**src/rtl/axis_to_qfifo.sv**
```systemverilog
// AXI4-Stream packet to queue-tagged first-word-fall-through FIFO.
// Optional TUSER header word per packet; invalid destinations are dropped and counted.
module axis_to_qfifo #(
  parameter int C_S_AXIS_DATA_WIDTH  = 256,
  parameter int C_S_AXIS_TUSER_WIDTH = 128,
  parameter int NUM_QUEUES           = 4,
  parameter int NUM_QUEUES_BITS      = (NUM_QUEUES > 1) ? $clog2(NUM_QUEUES) : 1,
  parameter int DST_PORT_POS         = 24,
  parameter int DEPTH_BITS           = 4,
  parameter int HDR_EN               = 1
) (
  input  logic                                 axi_aclk,
  input  logic                                 axi_areset,
  input  logic                                 sw_rst,
  input  logic [C_S_AXIS_DATA_WIDTH-1:0]       s_axis_tdata,
  input  logic [C_S_AXIS_DATA_WIDTH/8-1:0]     s_axis_tstrb,
  input  logic [C_S_AXIS_TUSER_WIDTH-1:0]      s_axis_tuser,
  input  logic                                 s_axis_tvalid,
  output logic                                 s_axis_tready,
  input  logic                                 s_axis_tlast,
  input  logic                                 fifo_rd_en,
  output logic [C_S_AXIS_DATA_WIDTH*9/8-1:0]   fifo_dout,
  output logic [NUM_QUEUES_BITS-1:0]           fifo_dout_qid,
  output logic                                 fifo_dout_sof,
  output logic                                 fifo_dout_eof,
  output logic                                 fifo_empty,
  output logic [DEPTH_BITS:0]                  fifo_count,
  output logic [31:0]                          drop_cnt,
  output logic [31:0]                          pkt_cnt
);

  localparam int DW    = C_S_AXIS_DATA_WIDTH;
  localparam int NB    = DW / 8;
  localparam int FW    = NB * 9;
  localparam int DEPTH = 1 << DEPTH_BITS;
  localparam int EW    = FW + NUM_QUEUES_BITS + 2;

  localparam logic [DEPTH_BITS:0]   CNT_ONE  = 1;
  localparam logic [DEPTH_BITS:0]   CNT_FULL = (DEPTH_BITS+1)'(DEPTH);
  localparam logic [DEPTH_BITS-1:0] PTR_ONE  = 1;

  typedef enum logic [1:0] {S_HDR, S_PKT, S_DROP} state_t;

  state_t                     state_q, state_nxt;
  logic [NUM_QUEUES-1:0]      dv;
  logic                       dst_ok;
  logic [NUM_QUEUES_BITS-1:0] qid_dec, qid_q;
  logic [DW-1:0]              tuser_ext;
  logic [FW-1:0]              data_word, hdr_word;

  logic                       tready_c;
  logic                       wr_en, wr_sof, wr_eof, qid_ld, pkt_inc, drop_inc;
  logic [FW-1:0]              wr_data;
  logic [NUM_QUEUES_BITS-1:0] wr_qid;

  logic [EW-1:0]              mem [0:DEPTH-1];
  logic [DEPTH_BITS-1:0]      wr_ptr, rd_ptr;
  logic [DEPTH_BITS:0]        count_q, cnt_nxt;
  logic                       empty_q, full_q, rd_fire;
  logic [31:0]                drop_cnt_q, pkt_cnt_q;

  always_comb begin
    dv      = '0;
    qid_dec = '0;
    for (int q = 0; q < NUM_QUEUES; q++) begin
      dv[q] = s_axis_tuser[DST_PORT_POS + 2*q];
      if (dv[q]) qid_dec = NUM_QUEUES_BITS'(q);
    end
    dst_ok = $onehot(dv);
  end

  assign tuser_ext = DW'(s_axis_tuser);

  always_comb begin
    data_word = '0;
    hdr_word  = '0;
    for (int i = 0; i < NB; i++) begin
      data_word[9*i +: 9] = {s_axis_tstrb[i], s_axis_tdata[8*i +: 8]};
      hdr_word[9*i +: 9]  = {1'b0, tuser_ext[8*i +: 8]};
    end
  end

  always_comb begin
    state_nxt = state_q;
    tready_c  = 1'b0;
    wr_en     = 1'b0;
    wr_data   = data_word;
    wr_qid    = qid_q;
    wr_sof    = 1'b0;
    wr_eof    = s_axis_tlast;
    qid_ld    = 1'b0;
    pkt_inc   = 1'b0;
    drop_inc  = 1'b0;
    case (state_q)
      S_HDR: begin
        if (s_axis_tvalid) begin
          if (!dst_ok) begin
            tready_c = 1'b1;
            if (s_axis_tlast) drop_inc = 1'b1;
            else              state_nxt = S_DROP;
          end else if (HDR_EN != 0) begin
            // header goes in first; the beat itself is taken from PKT
            if (!full_q) begin
              wr_en     = 1'b1;
              wr_data   = hdr_word;
              wr_qid    = qid_dec;
              wr_sof    = 1'b1;
              wr_eof    = 1'b0;
              qid_ld    = 1'b1;
              state_nxt = S_PKT;
            end
          end else begin
            tready_c = !full_q;
            wr_qid   = qid_dec;
            wr_sof   = 1'b1;
            if (!full_q) begin
              wr_en  = 1'b1;
              qid_ld = 1'b1;
              if (s_axis_tlast) pkt_inc = 1'b1;
              else              state_nxt = S_PKT;
            end
          end
        end
      end
      S_PKT: begin
        tready_c = !full_q;
        if (s_axis_tvalid && !full_q) begin
          wr_en = 1'b1;
          if (s_axis_tlast) begin
            pkt_inc   = 1'b1;
            state_nxt = S_HDR;
          end
        end
      end
      S_DROP: begin
        tready_c = 1'b1;
        if (s_axis_tvalid && s_axis_tlast) begin
          drop_inc  = 1'b1;
          state_nxt = S_HDR;
        end
      end
      default: state_nxt = S_HDR;
    endcase
  end

  assign s_axis_tready = tready_c & ~sw_rst & ~axi_areset;
  assign rd_fire       = fifo_rd_en & ~empty_q;

  always_comb begin
    case ({wr_en, rd_fire})
      2'b10:   cnt_nxt = count_q + CNT_ONE;
      2'b01:   cnt_nxt = count_q - CNT_ONE;
      default: cnt_nxt = count_q;
    endcase
  end

  always_ff @(posedge axi_aclk or posedge axi_areset) begin
    if (axi_areset) begin
      state_q    <= S_HDR;
      wr_ptr     <= '0;
      rd_ptr     <= '0;
      count_q    <= '0;
      empty_q    <= 1'b1;
      full_q     <= 1'b0;
      qid_q      <= '0;
      drop_cnt_q <= '0;
      pkt_cnt_q  <= '0;
    end else if (sw_rst) begin
      state_q    <= S_HDR;
      wr_ptr     <= '0;
      rd_ptr     <= '0;
      count_q    <= '0;
      empty_q    <= 1'b1;
      full_q     <= 1'b0;
      qid_q      <= '0;
      drop_cnt_q <= '0;
      pkt_cnt_q  <= '0;
    end else begin
      state_q <= state_nxt;
      if (wr_en)   wr_ptr <= wr_ptr + PTR_ONE;
      if (rd_fire) rd_ptr <= rd_ptr + PTR_ONE;
      count_q <= cnt_nxt;
      empty_q <= (cnt_nxt == '0);
      full_q  <= (cnt_nxt == CNT_FULL);
      if (qid_ld)  qid_q <= qid_dec;
      if (pkt_inc) pkt_cnt_q <= pkt_cnt_q + 32'd1;
      if (drop_inc && (drop_cnt_q != 32'hFFFF_FFFF)) drop_cnt_q <= drop_cnt_q + 32'd1;
    end
  end

  // storage needs no reset: contents are don't-care while empty
  always_ff @(posedge axi_aclk) begin
    if (wr_en) mem[wr_ptr] <= {wr_qid, wr_sof, wr_eof, wr_data};
  end

  assign {fifo_dout_qid, fifo_dout_sof, fifo_dout_eof, fifo_dout} = mem[rd_ptr];
  assign fifo_empty = empty_q;
  assign fifo_count = count_q;
  assign drop_cnt   = drop_cnt_q;
  assign pkt_cnt    = pkt_cnt_q;

endmodule

```
**config.mk**
```make
export PLATFORM = sky130hd
export DESIGN_NAME = axis_to_qfifo
export DESIGN_NICKNAME = d
export VERILOG_FILES = /design/src/rtl/axis_to_qfifo.sv
export SDC_FILE = /design/constraint.sdc
export NUM_CORES = 2
export LEC_CHECK = 0
export CELL_PAD_IN_SITES_DETAIL_PLACEMENT = 0
export CELL_PAD_IN_SITES_GLOBAL_PLACEMENT = 1
export CORE_MARGIN = 2
export CORE_UTILIZATION = 33
export CTS_CLUSTER_DIAMETER = 40
export DETAILED_ROUTE_END_ITERATION = 8
export GPL_ROUTABILITY_DRIVEN = 0
export GPL_TIMING_DRIVEN = 0
export HOLD_SLACK_MARGIN = 0.05
export PLACE_DENSITY = 0.61
export SYNTH_ARGS = -nofsm -noshare
export SYNTH_HDL_FRONTEND = slang
export SYNTH_MEMORY_MAX_BITS = 65536
export SYNTH_SLANG_ARGS = --single-unit
```
**constraint.sdc**
```tcl
create_clock -name axi_aclk -period 43.8 [get_ports axi_aclk]
set_clock_uncertainty 0.15 [all_clocks]
set_input_delay 8.76 -clock axi_aclk [delete_from_list [all_inputs] [get_ports axi_aclk]]
set_output_delay 8.76 -clock axi_aclk [all_outputs]
set_load 0.02 [all_outputs]
```
==> qor.yml <==
sta:
  hold_viol: 0
  worst_pin_slew_ps: 1300
  tns_ps: 0
  slew_headroom_pct: 13.2
  finalCriticalPeriod_ps: 21070
  rsz0062_at_grt: "false"
  period_share_pct: 48.1
  fmax_ghz: 0.0475
  finalSetupViolations: 0
  slew_violations: 0
logic_synthesis:
  synthArstFlopShare_pct: 1.75
  yosys-top-cells-area: "edfxtp_1 (77%), mux4_2 (18%), dfrtp_1 (1.1%)"
  yosysTopAreaCell: "edfxtp_1"
  syn_area_um2: 182000
  synth_cells: 7586
  avgSynthCellArea_um2: 24.0
  synth_warnings: 0
  synth.distinct_cells: 67
  synth_fp_nets: 8021
  synth_flop_cell: "edfxtp_1"
  synth_edf_count: 4672
  ys_ff_latch: 4755
  synth_top_area_share_pct: 77.0
  ys_seq_area_share_pct: 78.2
routing:
  drc: 0
  drt.antenna.violating_nets: 0
  post_drt_wl_per_cell_um: 31.1
  met2_length_um: 265000
  dr.pass1.iters: 6
  top_layer: "met5"
  drtIter0Drc: 10500
  viasPerCell: 5.21
  vias: 90100
  wl_um: 538000
  wl_met1_um: 219000
  wl_met3_um: 42700
clock_network:
  cts_root_buf: "clkbuf_16"
  cts_inserted_buffers: 647
  clockBufferDepth: 4
  cts_htree_levels: 6
  hold_buffers: 0
  cts_tree: "yes"
  clkSinkCount: 4755
  cts.repair.resized: 0
  clk_latency_ps: 1050
  clkSlewWorstSetupHoldPaths_ps: 60
  cts_setup_buffers: 0
layout:
  layout_commonest_cell: "edfxtp_1"
  regArea_um2: 142000
  fillers: 47400
  finalNetCount: 9903
  fin_area_um2: 228000
  syn_to_final_growth_pct: 25.2
  final_cell_mix: "edfxtp_1 (4672), mux4_2 (1460), clkdlybuf4s50_1 (783)"
  multiInputGateArea_um2: 38000
  instances_no_fill: 17300
  utilization_pct: 41.5
  layout-drive-gt1-share_pct: 31.7
floorplan:
  dieWidth_um: 747
  die-area_um2: 558000
  top_level_ports: 785
  core_um2: 549000
  num_rows: 272
  initial_utilization_pct: 33.2
  die_h_um: 747
setup_path:
  start_kind: "input pin"
  cp_max_fo: 4
  crit_type: "in -> out"
  required_ps: 34890
  cp-end-kind: "primary output"
  arrival_ps: 12160
  reg2reg_depth: 18
global_route:
  grt_max_degree: 70
  grt_pass1_wl_um: 743000
  track_usage_pct: 18.9
  antenna_found_initial: 53
  overflow: 0
  grt_pass1_vias: 94700
power:
  ir_worst_vdd_mv: 0.0420
  p_leak_nw: 71.3
  finalPower_mw: 11.8
  powerDensity_nw_per_um2: 51.8
place:
  dpl.hpwl_um: 356000
  place_area_um2: 205000
  place_inst: 16100
  io_buffers: 783
worst_hold_path:
  hold_path.class: "reg -> reg"
  worstHoldPathCells: 1
outcome:
  status: "complete, no violations"
job:
  drv_cap: 0
==> layer usage <==
metal	vias to the layer above	track usage, %
li1	36400	-
met1	49400	25.3
met2	3644	31.4
met3	643	4.25
met4	16	4.37
met5	-	0
==> sequential cells by signal (all words and copies together) (netlist names) <==
register / count
mem: 4672
drop_cnt: 32
pkt_cnt: 32
fifo_count: 5
rd_ptr: 4
wr_ptr: 4
qid_q: 2
state_q: 2
fifo_empty: 1
full_q: 1
==> synth_stat cells (all sizes together), types with 2 or more instances <==
cell type / n
or4: 7
o21a: 2
mux4: 1460
nand2: 410
or3b: 2
or3: 9
nand3: 24
o21ai: 16
clkbuf: 207
nor2: 85
xnor2: 6
a21oi: 22
mux2i: 5
o211ai: 2
o31ai: 5
inv: 26
edfxtp: 4672
and3b: 2
nor3b: 4
nand4: 30
or2: 2
dfrtp: 82
nor2b: 174
nor3: 8
mux2: 12
buf: 191
and4: 8
nand2b: 2
xor2: 37
ha: 12
and2: 12
a31o: 3
a211oi: 3
nor4: 16
o41ai: 2
and3: 11
==> cell families (layout without fill, tap and decap cells) <==
kind of cell,Yosys count,in the layout,share of synthesized area [%]
AO/OA/AOI/OAI,64,64,0.230
adder cells (fa/ha/maj),13,13,0.0934
flip-flops,4755,4755,78.2
other,0,22,0
XOR/XNOR,43,43,0.207
multiplexers,1477,1477,18.2
buffers and inverters,424,2851,1.03
AND/OR/NAND/NOR,810,810,2.14
==> layout make-up <==
class	count	area share [%]
antenna	22	0.0241
buffer	398	0.790
clock buffer	710	7.21
clock inverter	484	2.72
inverter	26	0.0439
multi-input combinational	2407	16.7
sequential	4755	62.4
tap	7261	3.98
timing repair buffer	1233	6.16
==> per-stage QoR <==
stage	hold slack [ps]	setup slack, ps
2_1_floorplan	337	3360
3_3_place_gp	393	-43460
3_5_place_dp	401	22790
4_1_cts	424	22780
5_1_grt	459	22630
6_report	414	22730
==> report_power, final <==
group	total, mW	internal, mW	switching, mW
clock	5.38	3.23	2.15
combinational	1.29	0.544	0.746
sequential	5.15	5.14	0.0111
==> worst max-delay path: stages <==
cell             delay, ps
clkdlybuf4s50_1        680
inv_1                  160
fa_1                   500
inv_1                   40
ha_1                   170
ha_1                   310
or3b_1                 440
a21oi_1                180
nor2_1                  60
nor2_1                 190
nor3_1                  90
clkdlybuf4s50_1        580
==> worst paths after layout <==
path,slack (ps),to,from
setup / recovery,22730,s_axis_tready,s_axis_tuser[30]
hold / removal,410,state_q[0],full_q
setup reg to reg,38160,mem[0][174],full_q
hold reg to reg,410,state_q[0],full_q
max in group asynchronous,34810,fifo_empty,axi_areset
min in group asynchronous,8010,drop_cnt[28],axi_areset
(Power assumes the default switching activity.)
